==> src/rtl/mem_port_arbiter.sv <==
// mem_port_arbiter: shares one memory port between instruction fetch and data load/store.
// Latency: grant and memory access in the request cycle; read data routed back RD_LAT cycles later.
// Backpressure: requesters hold req until gnt; the loser waits. `define MEM_ARB_RR_EN selects round-robin.
module mem_port_arbiter #(
   parameter int AW         = 19,
   parameter int DW         = 19,
   parameter int RD_LAT     = 1,
   parameter int STARVE_MAX = 8
) (
   input  logic          clk,
   input  logic          reset_n,
   input  logic          if_req_i,
   input  logic [AW-1:0] if_addr_i,
   output logic          if_gnt_o,
   output logic          if_rvalid_o,
   output logic [DW-1:0] if_rdata_o,
   input  logic          dm_req_i,
   input  logic          dm_we_i,
   input  logic [AW-1:0] dm_addr_i,
   input  logic [DW-1:0] dm_wdata_i,
   output logic          dm_gnt_o,
   output logic          dm_rvalid_o,
   output logic [DW-1:0] dm_rdata_o,
   output logic          mem_req_o,
   output logic          mem_we_o,
   output logic [AW-1:0] mem_addr_o,
   output logic [DW-1:0] mem_wdata_o,
   input  logic [DW-1:0] mem_rd_data_i
);

   logic              w_if_win;   // fetch wins a contested cycle
   logic              w_if_gnt;
   logic              w_dm_gnt;
   logic              w_push_vld;
   logic [RD_LAT-1:0] r_tag_vld;  // index RD_LAT-1 is the exiting stage
   logic [RD_LAT-1:0] r_tag_own;  // 1 = data port owns the read, 0 = fetch

`ifdef MEM_ARB_RR_EN
   logic r_last_dm;

   assign w_if_win = r_last_dm;

   // remember the last winner so a contested cycle goes to the other side
   always_ff @(posedge clk or negedge reset_n) begin
      if (!reset_n)
         r_last_dm <= 1'b1;
      else if (w_if_gnt | w_dm_gnt)
         r_last_dm <= w_dm_gnt;
   end
`else
   logic [7:0] r_starve_cnt;

   assign w_if_win = (r_starve_cnt == 8'(STARVE_MAX));

   // count data grants taken while fetch is kept waiting
   always_ff @(posedge clk or negedge reset_n) begin
      if (!reset_n)
         r_starve_cnt <= '0;
      else if (w_if_gnt | ~if_req_i)
         r_starve_cnt <= '0;
      else if (w_dm_gnt)
         r_starve_cnt <= r_starve_cnt + 8'd1;
   end
`endif

   assign w_if_gnt   = if_req_i & (~dm_req_i | w_if_win);
   assign w_dm_gnt   = dm_req_i & ~w_if_gnt;
   assign w_push_vld = w_if_gnt | (w_dm_gnt & ~dm_we_i);

   // drive grants and the memory bus from the winner; idle bus is all zero
   always_comb begin
      if_gnt_o    = w_if_gnt;
      dm_gnt_o    = w_dm_gnt;
      mem_req_o   = w_if_gnt | w_dm_gnt;
      mem_we_o    = 1'b0;
      mem_addr_o  = '0;
      mem_wdata_o = '0;
      if (w_if_gnt) begin
         mem_addr_o = if_addr_i;
      end else if (w_dm_gnt) begin
         mem_we_o    = dm_we_i;
         mem_addr_o  = dm_addr_i;
         mem_wdata_o = dm_wdata_i;
      end
   end

   // shift owner tags along with the memory read latency; writes/idle push empty tags
   always_ff @(posedge clk or negedge reset_n) begin
      if (!reset_n) begin
         r_tag_vld <= '0;
         r_tag_own <= '0;
      end else begin
         r_tag_vld[0] <= w_push_vld;
         r_tag_own[0] <= w_dm_gnt;
         for (int i = 1; i < RD_LAT; i++) begin
            r_tag_vld[i] <= r_tag_vld[i-1];
            r_tag_own[i] <= r_tag_own[i-1];
         end
      end
   end

   // route the returning word to the owner of the exiting tag
   always_comb begin
      if_rvalid_o = 1'b0;
      if_rdata_o  = '0;
      dm_rvalid_o = 1'b0;
      dm_rdata_o  = '0;
      if (r_tag_vld[RD_LAT-1]) begin
         if (r_tag_own[RD_LAT-1]) begin
            dm_rvalid_o = 1'b1;
            dm_rdata_o  = mem_rd_data_i;
         end else begin
            if_rvalid_o = 1'b1;
            if_rdata_o  = mem_rd_data_i;
         end
      end
   end

endmodule

==> config.mk <==
export PLATFORM = sky130hd
export DESIGN_NAME = mem_port_arbiter
export DESIGN_NICKNAME = d
export VERILOG_FILES = /design/src/rtl/mem_port_arbiter.sv
export SDC_FILE = /design/constraint.sdc
export NUM_CORES = 1
export LEC_CHECK = 0
export ABC_AREA = 1
export CAP_MARGIN = 20
export CORE_MARGIN = 4
export CORE_UTILIZATION = 23
export CTS_BUF_LIST = sky130_fd_sc_hd__clkbuf_4 sky130_fd_sc_hd__clkbuf_8
export CTS_CLUSTER_SIZE = 8
export DETAILED_ROUTE_END_ITERATION = 16
export PLACE_DENSITY = 0.75
export SLEW_MARGIN = 25
export SYNTH_ARGS = -nofsm -noshare
export SYNTH_HDL_FRONTEND = slang
export SYNTH_SLANG_ARGS = --single-unit
==> constraint.sdc <==
create_clock -name clk -period 1.6 [get_ports clk]
set_clock_uncertainty 0.2 [all_clocks]
set_input_delay 0.24 -clock clk [delete_from_list [all_inputs] [get_ports clk]]
set_output_delay 0.24 -clock clk [all_outputs]
set_load 0.01 [all_outputs]
==> metrics.cfg, run 1 <==
[yosys]
yosysUniqueCellTypes = 25
avgSynthCellArea_um2 = 5.29
synth_cells = 233
yosysSeqAreaShare = 0.203
synth_fp_nets = 316
synth_area_mm2 = 0.00123
yosysWarnings = 0
ys_seq_elements = 10

[sta]
fin_setup_tns_ps = -24890
slew_violations = 0
setup_viol = 76
timing.hold.ws_ps = 120
rsz0062_at_grt = true
hold_viol = 0
setup_ws_ps = -473
slew-limit-headroom = 0.695
period_share = 1.30
min_period_ps = 2070
fmax_ghz = 0.482
tightest_slew_ps = 456

[setup_path]
cp_max_fo = 20
cp-start-kind = flip-flop
critical_path_required_ps = 1160
crit_type = flip-flop to primary output
end_kind = primary output
arrival_ps = 1630

[die]
ioPinCount = 163
die_y_um = 81.2
core_area_mm2 = 0.00514
rows = 26
die_area_mm2 = 0.00660
start_util = 0.240
die_w_um = 81.2

[detailed_routing]
drc_errors = 0
wirelength_um = 7100
drt_iter0_markers = 33
wire_per_inst_um = 14.1
vias_per_cell = 4.26
num_vias = 2144
ant_nets = 0
first_pass_iters = 4

[layout]
drive_gt1_frac = 0.552
final_common_cell = clkdlybuf4s50_1
synthToLayoutAreaGrowth_pct = 200
final_util = 0.720
num_antenna_cells = 0
nets = 517
final_cell_mix = clkdlybuf4s50_1, buf_6, inv_1

[min_path]
hp-class = input port to asynchronous set/reset pin

[global_routing]
grt-ovfl-total = 0
grt_usage = 0.178
grt_pass1_vias = 1980
grt_max_degree = 23
antenna_found_initial = 0
grt_pass1_wl_um = 9170

[placement]
place_hpwl_um = 5100
numPortBuffers = 162
place.gp.congestion = 0.741

[cts]
cts_hold_buf = 0
worst_skew_pair.late_latency_ps = 240
numCtsBuffers = 3
clock-sinks = 10
htreeDepth = 1
path_clk_slew_ps = 50
cts.path.max_buffers = 2
cts_tree = done
cts_root_buffer = clkbuf_8

[status]
status = finished, violations left
violations = negative setup slack

[run]
max-cap-violations = 0

[power_and_ir_drop]
ir_worst_vdd_mv = 0.435
powerDensity_mw_per_mm2 = 399
leakage_nw = 1.88

[area by class of cell]
class | instances | area [µm²]
timing repair buffer | 207 | 2000
fill | 404 | 1440
multi-input combinational | 158 | 1100
sequential | 10 | 251
inverter | 54 | 204
tap | 70 | 87.6
clock buffer | 4 | 55.1
[power breakdown]
| group | internal [W] | switching, W |
|---|---|---|
| sequential | 0.000260 | 0.00000429 |
| combinational | 0.000514 | 0.000384 |
| clock | 0.000216 | 0.0000977 |
| total | 0.000990 | 0.000486 |
[path summary, 6_finish.rpt]
check,start,to,slack [ps],cells past startpoint
worst min register to register,r_starve_cnt[0],r_starve_cnt[0],350,2
max in group asynchronous,reset_n,r_tag_vld,740,1
worst min-delay path,reset_n,r_starve_cnt[7],120,1
worst max register to register,r_starve_cnt[0],r_starve_cnt[2],0,9
worst max-delay path,r_starve_cnt[0],mem_wdata_o[15],-470,9
min in group clk,r_starve_cnt[0],r_starve_cnt[0],350,2
[state kept, by name, summed over array words and instances (netlist names)]
| signal | flops |
|---|---|
| r_tag_own | 1 |
| r_tag_vld | 1 |
| r_starve_cnt | 8 |
[metal layers]
metal  global-route usage  vias up  wire, µm
li1                     -     1079         -
met1                0.175      942      2390
met2                0.359      113      3710
met3               0.0654       10       867
met4               0.0203        0       127
met5                    0        -         0
[per-stage QoR]
stage	total power (W)	worst slack [ps]	cell area [µm²]	instances
after floorplan	0.000523	-51.5	1390	233
after global placement	0.00101	-685	3240	476
after detailed placement	0.00102	-711	3240	476
after CTS	0.00137	-530	3330	501
after global routing	0.00156	-582	3700	503
final	0.00148	-473	3700	503
[synth_stat cells]
| master | n | area [µm²] |
|---|---|---|
| a21oi_1 | 2 | 10.0 |
| a21oi_4 | 1 | 16.3 |
| a31o_2 | 1 | 8.76 |
| buf_2 | 1 | 5.00 |
| buf_4 | 2 | 15.0 |
| buf_6 | 4 | 45.0 |
| clkbuf_1 | 4 | 15.0 |
| clkinv_1 | 1 | 3.75 |
| dfrtp_1 | 10 | 250 |
| ha_1 | 2 | 25.0 |
| inv_1 | 52 | 195 |
| inv_2 | 1 | 3.75 |
| nand2_1 | 47 | 176 |
| nand2_2 | 1 | 6.26 |
| nand3_1 | 23 | 115 |
| nand3_2 | 1 | 10.0 |
| nand4_1 | 1 | 6.26 |
| nor2_1 | 67 | 251 |
| nor2_2 | 5 | 31.3 |
| nor3_1 | 1 | 5.00 |
| o21ai_0 | 2 | 10.0 |
| o21ai_1 | 1 | 5.00 |
| or2_2 | 1 | 6.26 |
| xnor2_1 | 1 | 8.76 |
| xor2_1 | 1 | 8.76 |
[critical path: stages (launching register included)]
cell	delay, ps
dfrtp_1	350
inv_1	50
ha_2	190
nand3_4	80
nor2_4	50
a21oi_4	220
inv_2	70
buf_12	160
nor2_2	80
buf_2	130
[logic make-up after synthesis]
kind of cell / share of synthesized area
compound gates: 0.0406
xor+xnor: 0.0142
fa+ha+maj: 0.0203
buf+inv: 0.229
flops: 0.203
simple gates: 0.493
[timing repair]
| action | 4_1_cts | 5_1_grt |
|---|---|---|
| gates cloned | 4 | 0 |
| setup buffers | 17 | 10 |
| pin swaps | 5 | 19 |
| setup endpoints to repair | 83 | 89 |
| gates resized for setup | 367 | 108 |
No activity file was read; power rests on OpenSTA's default activity.
==> run 2: changes to the inputs <==
==> constraint.sdc (replaced) <==
create_clock -name clk -period 1.6 [get_ports clk]
set_clock_uncertainty 0.2 [all_clocks]
set_input_delay 0.32 -clock clk [delete_from_list [all_inputs] [get_ports clk]]
set_output_delay 0.32 -clock clk [all_outputs]
set_load 0.01 [all_outputs]
==> run 2 against run 1 <==
Compared with the run above: first-iteration DRC count up 39%; hold slack gained 79 ps; non-clock buffer count grew 2; cell count grew 1.2%; highest routed layer unchanged; via count is 3.9% higher; the run still ends with negative setup slack left.
==> metrics.cfg, run 2 (synthesis results as in run 1) <==
[global_routing]
grt_usage = 0.188
grt-ovfl-total = 0
grt_max_degree = 16
grt_pass1_vias = 2095
antenna_found_initial = 0
grt_pass1_wl_um = 9680

[power_and_ir_drop]
powerDensity_mw_per_mm2 = 394
p_comb_frac = 0.615
p_int_w = 0.00100
p_switching_w = 0.000509
power_frac_seq = 0.175
swShare = 0.336
ir_worst_vdd_mv = 0.326
leakage_nw = 1.94
pwr-share-clk = 0.210

[placement]
numPortBuffers = 162
postPlaceCellArea_mm2 = 0.00321
placedCellCount = 475
place.gp.congestion = 0.727
place_hpwl_um = 5020

[setup_path]
crit_path_max_incr_delay_ps = 380
arrival_ps = 1640
critical_path_required_ps = 1080
crit_family = buffers and inverters
cp_slowest_cell = dfrtp_1
path_cells = inv_2 > ha_4 > nand3_4 > nor2_4 > a21oi_4 > buf_6 > buf_12 > nand2_2 > nand2_2 > buf_6
crit_buf_inv = 4
cp_max_fo = 8
crit_type = flip-flop to primary output
end_kind = primary output
cp-start-kind = flip-flop

[detailed_routing]
drc_errors = 0
ant_nets = 0
drt_iter0_markers = 46
wire_per_inst_um = 14.4
num_vias = 2227
first_pass_iters = 4
wirelength_um = 7340
dr_wl_met3_um = 853
wl_met2_um = 3880
dr.max_layer_used = met4
vias_per_cell = 4.38
m1WireLength_um = 2410

[layout]
final_common_cell = clkdlybuf4s50_1
synthToLayoutAreaGrowth_pct = 211
finalInstanceArea_mm2 = 0.00384
num_antenna_cells = 0
reg.largest.list = r_starve_cnt: 8 flops, r_tag_own: 1 flops, r_tag_vld: 1 flops
final_cell_mix = clkdlybuf4s50_1, buf_6, inv_1
instances_no_fill = 509
nets = 523
drive_gt1_frac = 0.579
largest_reg_flops = 8
regMostFlops = r_starve_cnt

[sta]
hold_viol = 0
period_share = 1.35
slew_violations = 0
setup_viol = 80
fmax_ghz = 0.463
tightest_slew_ps = 452
rsz0062_at_grt = true
fin_setup_tns_ps = -28860
setup_ws_ps = -561
min_period_ps = 2160
slew-limit-headroom = 0.697

[cts]
cts.path.max_buffers = 2
worst_skew_pair.late_latency_ps = 240
cts_tree = done
path_clk_slew_ps = 50
numCtsBuffers = 3
htreeDepth = 1
cts_root_buffer = clkbuf_8
clock-sinks = 10
cts_hold_buf = 0

[run]
max-cap-violations = 0

[die]
die_y_um = 81.2
start_util = 0.240
core_area_mm2 = 0.00514
die_area_mm2 = 0.00660
rows = 26
die_w_um = 81.2
ioPinCount = 163

[min_path]
hp-class = input port to asynchronous set/reset pin

[status]
violations = negative setup slack
status = finished, violations left

[run 2: per-stage QoR]
step / setup slack, ps / total power, W / util / hold WS, ps
final: -561 / 0.00151 / 0.747 / 199
after global routing: -627 / 0.00159 / 0.747 / 242
after CTS: -589 / 0.00142 / 0.681 / 218
after detailed placement: -962 / 0.00100 / 0.625 / 326
after global placement: -884 / 0.000995 / 0.625 / 323
after floorplan: -132 / 0.000525 / - / -176
[run 2: worst paths after layout]
check	slack, ps	start	cells after the start	to
worst max-delay path	-560	r_starve_cnt[1]	10	mem_addr_o[6]
worst min-delay path	200	reset_n	1	r_starve_cnt[0]
worst max register to register	90	r_starve_cnt[1]	9	r_starve_cnt[5]
worst min register to register	350	r_starve_cnt[0]	2	r_starve_cnt[0]
max in group asynchronous	690	reset_n	1	r_tag_vld
min in group clk	340	if_req_i	4	r_starve_cnt[5]
[run 2: what timing repair did]
item                                    4_1_cts  5_1_grt
gates resized for setup                     417       88
hold endpoints to repair                      0        0
pin swaps                                    11        7
cloned                                        6        2
buffers inserted                             21        6
endpoints found under the setup margin       82       91
[run 2: final cells by class]
| type | instances | area, µm² |
|---|---|---|
| timing repair buffer | 209 | 2020 |
| fill | 383 | 1300 |
| multi-input combinational | 158 | 1160 |
| sequential | 10 | 250 |
| inverter | 54 | 228 |
| tap | 70 | 87.6 |
| clock buffer | 4 | 55.1 |
| timing repair inverter | 4 | 40.0 |
[run 2: power by group through the flow]
| stage | Sequential, W | Clock, W | Combinational, W |
|---|---|---|---|
| floorplan | 0.000267 | 0 | 0.000258 |
| global placement | 0.000266 | 0 | 0.000729 |
| detailed placement | 0.000267 | 0 | 0.000737 |
| CTS | 0.000264 | 0.000325 | 0.000829 |
| global route | 0.000266 | 0.000336 | 0.000991 |
| finish | 0.000265 | 0.000317 | 0.000930 |
[run 2: layer usage]
layer | vias to the layer above | track usage
met2 | 109 | 0.349
met5 | - | 0
met3 | 17 | 0.0687
li1 | 1098 | -
met1 | 1003 | 0.189
met4 | 0 | 0.0777
